**config.mk**
```make
export PLATFORM = sky130hd
export DESIGN_NAME = ram_boot_loader_flat
export DESIGN_NICKNAME = d
export VERILOG_FILES = /design/src/rtl/ram_boot_loader_if.sv /design/src/rtl/ram_boot_loader.sv /design/src/flat_wrapper.sv
export SDC_FILE = /design/constraint.sdc
export NUM_CORES = 1
export LEC_CHECK = 0
export BUFFER_PORTS_ARGS = -buffer_cell sky130_fd_sc_hd__buf_2
export CAP_MARGIN = 20
export CORE_MARGIN = 5
export CORE_UTILIZATION = 52
export DETAILED_ROUTE_END_ITERATION = 12
export PLACE_DENSITY = 0.87
export RECOVER_POWER = 25
export SYNTH_ARGS = -nofsm -noshare
export SYNTH_HDL_FRONTEND = slang
export SYNTH_SLANG_ARGS = --single-unit
```
**constraint.sdc**
```tcl
create_clock -name clk -period 2.7 [get_ports clk]
set_clock_uncertainty 0.15 [all_clocks]
set_input_delay 0.135 -clock clk [delete_from_list [all_inputs] [get_ports clk]]
set_output_delay 0.135 -clock clk [all_outputs]
set_load 0.02 [all_outputs]
```
**src/rtl/ram_boot_loader_if.sv**
```systemverilog
// Byte-stream, cpu0 memory bus and ram port bundled for the boot loader.
// The loader connects through slave and the stream/cpu/ram environment through master.
interface ram_boot_loader_if #(
    parameter int AW = 10
);
    logic [7:0]    in_data;
    logic          in_valid;
    logic          in_last;
    logic          in_ready;
    logic [31:0]   cpu_mar;
    logic [31:0]   cpu_mdr;
    logic          cpu_m_rw;
    logic          cpu_m_en;
    logic [AW-1:0] ram_addr;
    logic [31:0]   ram_data;
    logic          ram_wren;

    modport slave (
        input  in_data, in_valid, in_last, cpu_mar, cpu_mdr, cpu_m_rw, cpu_m_en,
        output in_ready, ram_addr, ram_data, ram_wren
    );

    modport master (
        output in_data, in_valid, in_last, cpu_mar, cpu_mdr, cpu_m_rw, cpu_m_en,
        input  in_ready, ram_addr, ram_data, ram_wren
    );
endinterface

```
**src/rtl/ram_boot_loader.sv**
```systemverilog
// Boot loader: holds cpu0 in reset while packing a byte stream into big-endian
// ram words, then hands the ram port to cpu0 as a transparent pass-through.
module ram_boot_loader #(
    parameter int AW        = 10,
    parameter int MAX_WORDS = 1024
) (
    input  logic              clk,
    input  logic              rst,
    ram_boot_loader_if.slave  bus,
    output logic              cpu_reset,
    output logic              done,
    output logic              err,
    output logic [AW:0]       word_cnt
);
    typedef enum logic [1:0] {LOAD = 2'd0, WRITE = 2'd1, RUN = 2'd2} state_t;

    localparam logic [AW:0] MAX_CNT = (AW+1)'(MAX_WORDS);

    state_t      state, state_nx;
    logic [1:0]  byte_idx;
    logic [31:0] shreg;
    logic [31:0] merged;
    logic        last_q;
    logic        load_rdy;
    logic        hs;
    logic [AW:0] cnt_inc;
    logic        at_max;
    logic        unused_mar;

    // in_ready is gated by rst so it reads 0 for the whole reset interval.
    assign load_rdy     = rst & (state == LOAD);
    assign hs           = bus.in_valid & load_rdy;
    assign bus.in_ready = load_rdy;
    assign cnt_inc      = word_cnt + 1'b1;
    assign at_max       = (cnt_inc == MAX_CNT);
    assign unused_mar   = ^{bus.cpu_mar[31:AW+2], bus.cpu_mar[1:0]};

    // Lane for idx n starts at bit 8*(3-n), i.e. {~n, 3'b000} for a 2-bit idx.
    always_comb begin
        merged = shreg;
        merged[{~byte_idx, 3'b000} +: 8] = bus.in_data;
    end

    always_ff @(posedge clk) begin
        if (!rst) state <= LOAD;
        else      state <= state_nx;
    end

    always_comb begin
        state_nx     = state;
        bus.ram_addr = '0;
        bus.ram_data = '0;
        bus.ram_wren = 1'b0;
        case (state)
            LOAD: begin
                if (hs && (byte_idx == 2'd3 || bus.in_last)) state_nx = WRITE;
            end
            WRITE: begin
                bus.ram_wren = 1'b1;
                bus.ram_addr = word_cnt[AW-1:0];
                bus.ram_data = shreg;
                state_nx     = (last_q || at_max) ? RUN : LOAD;
            end
            RUN: begin
                bus.ram_addr = bus.cpu_mar[AW+1:2];
                bus.ram_data = bus.cpu_mdr;
                bus.ram_wren = bus.cpu_m_en & ~bus.cpu_m_rw;
            end
            default: state_nx = LOAD;
        endcase
    end

    always_ff @(posedge clk) begin
        if (!rst) begin
            byte_idx  <= 2'd0;
            shreg     <= '0;
            last_q    <= 1'b0;
            word_cnt  <= '0;
            cpu_reset <= 1'b1;
            done      <= 1'b0;
            err       <= 1'b0;
        end else begin
            case (state)
                LOAD: begin
                    if (hs) begin
                        shreg    <= merged;
                        byte_idx <= byte_idx + 2'd1;
                        last_q   <= bus.in_last;
                    end
                end
                WRITE: begin
                    if (word_cnt != MAX_CNT) word_cnt <= cnt_inc;
                    byte_idx <= 2'd0;
                    shreg    <= '0;
                    // Filling the last slot without an in_last tag means the image overflowed.
                    if (last_q || at_max) begin
                        done      <= 1'b1;
                        cpu_reset <= 1'b0;
                        err       <= at_max & ~last_q;
                    end
                end
                default: ;
            endcase
        end
    end
endmodule

```
**src/flat_wrapper.sv**
```systemverilog
// flat-port wrapper written by rule: the top's interface ports become plain ports
module ram_boot_loader_flat 
#(
    parameter int AW        = 10,
    parameter int MAX_WORDS = 1024
)
  (clk, rst, cpu_reset, done, err, word_cnt, bus_in_data, bus_in_valid, bus_in_last, bus_cpu_mar, bus_cpu_mdr, bus_cpu_m_rw, bus_cpu_m_en, bus_in_ready, bus_ram_addr, bus_ram_data, bus_ram_wren);
  ram_boot_loader_if #(.AW(AW)) bus_i ();
  input  logic clk;
  input  logic rst;
  output logic cpu_reset;
  output logic done;
  output logic err;
  output logic [AW:0] word_cnt;
  input wire logic [$bits(bus_i.in_data)-1:0] bus_in_data;
  input wire logic [$bits(bus_i.in_valid)-1:0] bus_in_valid;
  input wire logic [$bits(bus_i.in_last)-1:0] bus_in_last;
  input wire logic [$bits(bus_i.cpu_mar)-1:0] bus_cpu_mar;
  input wire logic [$bits(bus_i.cpu_mdr)-1:0] bus_cpu_mdr;
  input wire logic [$bits(bus_i.cpu_m_rw)-1:0] bus_cpu_m_rw;
  input wire logic [$bits(bus_i.cpu_m_en)-1:0] bus_cpu_m_en;
  output wire logic [$bits(bus_i.in_ready)-1:0] bus_in_ready;
  output wire logic [$bits(bus_i.ram_addr)-1:0] bus_ram_addr;
  output wire logic [$bits(bus_i.ram_data)-1:0] bus_ram_data;
  output wire logic [$bits(bus_i.ram_wren)-1:0] bus_ram_wren;
  assign bus_i.in_data = bus_in_data;
  assign bus_i.in_valid = bus_in_valid;
  assign bus_i.in_last = bus_in_last;
  assign bus_i.cpu_mar = bus_cpu_mar;
  assign bus_i.cpu_mdr = bus_cpu_mdr;
  assign bus_i.cpu_m_rw = bus_cpu_m_rw;
  assign bus_i.cpu_m_en = bus_cpu_m_en;
  assign bus_in_ready = bus_i.in_ready;
  assign bus_ram_addr = bus_i.ram_addr;
  assign bus_ram_data = bus_i.ram_data;
  assign bus_ram_wren = bus_i.ram_wren;
  ram_boot_loader #(.AW(AW), .MAX_WORDS(MAX_WORDS)) u_core (.clk(clk), .rst(rst), .bus(bus_i), .cpu_reset(cpu_reset), .done(done), .err(err), .word_cnt(word_cnt));
endmodule
```
==> flow_summary.yaml <==
layout:
  final_common_cell: "buf_2"
  syn_to_final_growth_pct: 22.72
  diodes: 0
  fin_area_um2: 3825
  fillers: 502
  fin_nets: 559
  layout_common_cells: "buf_2 (98), nor2b_1 (71), a22oi_1 (66), dfxtp_1 (51), nand2_1 (22)"
  fin_cells: 547
  multi_input_area_um2: 1909
  drive_above_1_share_pct: 25.21
  seq_area_um2: 1021
clocking:
  insertion_delay_ps: 310
  cts_tree: "built"
  clk_path_buf_depth: 2
  hold_buffers: 8
  clock-sinks: 51
  clk_pin_slew_ps: 90
  numCtsBuffers: 5
  root_buffer: "clkbuf_8"
  cts_setup_buffers: 0
  htree_levels: 2
  ctsResizeCount: 0
timing:
  min_period_ps: 2349
  worst_slack_ps: 350.7
  finalSetupViolations: 0
  fmax_mhz: 425.7
  finalHoldViolations: 0
  worst_slew_pin_slew_ps: 527.2
  tns_ps: 0
  finalCritPeriodShare_pct: 87.01
  final_max_slew_viol_count: 0
  maxSlewHeadroom_pct: 64.85
  rsz0062_at_grt: "no"
flow_run:
  maxCapViolCount: 0
die:
  core-area_um2: 5886
  die_height_um: 87.42
  rows: 28
  die-area_um2: 7642
  initial_utilization_pct: 52.95
  num_io_pins: 136
  die-width_um: 87.42
routing:
  wl_um: 8270
  viasPerCell: 5.653
  drc: 0
  drtIter0Drc: 267
  wl_per_cell_um: 15.12
  ant_nets: 0
  firstDrtPassIters: 7
  num_vias: 3092
setup_path:
  cp.arrival_ps: 2060
  reg2regPathDepth: 7
  required_ps: 2410
  crit_path_start_kind: "flop"
  worstSetupEndpointType: "output port"
  cp_max_fo: 27
  critPathKind: "reg -> out"
yosys:
  syn_area_per_cell_um2: 8.401
  synth.cell_area_um2: 3117
  synthCells: 371
  synth_fp_nets: 459
  yosysSeqAreaShare_pct: 32.76
  yosysWarnings: 0
  synth_ff_type: "dfxtp_1"
  ys_types: 44
  ys_ff_latch: 51
  synth_edf_count: 0
  async_flop_share_pct: 0
global_routing:
  grt_usage_pct: 21.24
  overflow: 0
  antenna_found_initial: 0
  grt_pass1_wl_um: 13280
  grt_pass1_vias: 2863
  grt_max_degree: 31
worst_hold_path:
  whs_path_depth: 3
  worstHoldPathType: "in -> reg"
place:
  place_congestion: 0.9124
  dp_hpwl_um: 5994
  post-place-ws_ps: 407.3
  numPortBuffers: 113
  dpl_cell_area_um2: 3670
  dp.cells: 531
power_and_ir_drop:
  fin_total_pwr_uw: 1508
  leakage_uw: 0.001430
  ir_drop_mv: 0.3139
  power_density_nw_per_um2: 394.3
run_status:
  outcome: "finished clean"
==> power breakdown <==
group,switching (uW),internal [uW]
Sequential,16.7,767
Clock,264,210
Combinational,141,109
Total,422,1090
==> layout make-up <==
| class | instances | area share [%] |
|---|---|---|
| clock inverters | 2 | 0.4253 |
| inverters | 8 | 0.7851 |
| clock buffers | 6 | 2.159 |
| flip-flops and latches | 51 | 26.69 |
| repair buffers | 127 | 17.57 |
| well taps | 75 | 2.453 |
| multi-input cells | 278 | 49.92 |
==> critical path, cell delays in order (launching register included) <==
cell and delay [ps]:
dfxtp_1 320, inv_1 90, ha_2 480, buf_4 390, a22oi_1 140, nor2b_1 140, buf_2 190
==> final timing paths <==
check | start | to | slack, ps
worst max-delay path | u_core.state[1] | bus_ram_data[12] | 350
worst min-delay path | bus_in_valid | u_core.last_q | 10
worst max register to register | u_core.state[1] | u_core.shreg[0] | 400
worst min register to register | u_core.cpu_reset | u_core.cpu_reset | 310
==> cell usage after synthesis, types with 2 or more instances <==
cell / instances / area share (%)
a21boi_1: 9 / 2.2
ha_1: 10 / 4.0
a22oi_1: 66 / 16
nor2_4: 2 / 0.72
a21oi_1: 7 / 1.1
inv_1: 7 / 0.84
xnor2_1: 8 / 2.2
a21boi_0: 3 / 0.72
nor3_1: 5 / 0.80
o21ai_0: 4 / 0.64
mux2i_1: 3 / 0.96
nand4_1: 6 / 1.2
xor2_1: 6 / 1.7
nor2_1: 2 / 0.24
nand3b_1: 2 / 0.48
buf_1: 5 / 0.60
dfxtp_1: 51 / 33
or2_1: 4 / 0.80
and3_1: 2 / 0.40
nand3_1: 14 / 2.2
buf_2: 15 / 2.4
nand2_1: 22 / 2.6
nand2b_1: 2 / 0.40
clkbuf_1: 13 / 1.6
nor2b_1: 71 / 14
and2_1: 11 / 2.2
o211ai_1: 2 / 0.48
a31oi_1: 3 / 0.60
==> cell families after synthesis <==
family	after synthesis	share of synthesized area [%]
multiplexers	3	0.9635
AO/OA/AOI/OAI	101	23.40
AND/OR/NAND/NOR	150	29.02
XOR/XNOR	14	3.934
buffers and inverters	42	5.901
adder cells (fa/ha/maj)	10	4.014
flip-flops	51	32.76
==> stage by stage <==
stage,hold slack [ps],utilization (%)
4_1_cts,9.882,65.39
2_1_floorplan,135.6,-
5_1_grt,23.25,64.99
3_5_place_dp,298.1,62.35
3_3_place_gp,285.3,62.35
6_report,13.88,64.99
==> metal layers <==
| layer | GRT usage [%] | wire length (um) |
|---|---|---|
| met1 | 26.91 | 3357 |
| met5 | 0 | 0 |
| met2 | 37.81 | 4242 |
| met4 | 5.579 | 70 |
| met3 | 2.554 | 600 |
==> flip-flops by register name, indices dropped and copies added (netlist names) <==
signal	flops
u_core.shreg	32
u_core.word_cnt	11
u_core.byte_idx	2
u_core.state	2
u_core.cpu_reset	1
u_core.done	1
u_core.err	1
u_core.last_q	1
(Power assumes the default switching activity.)
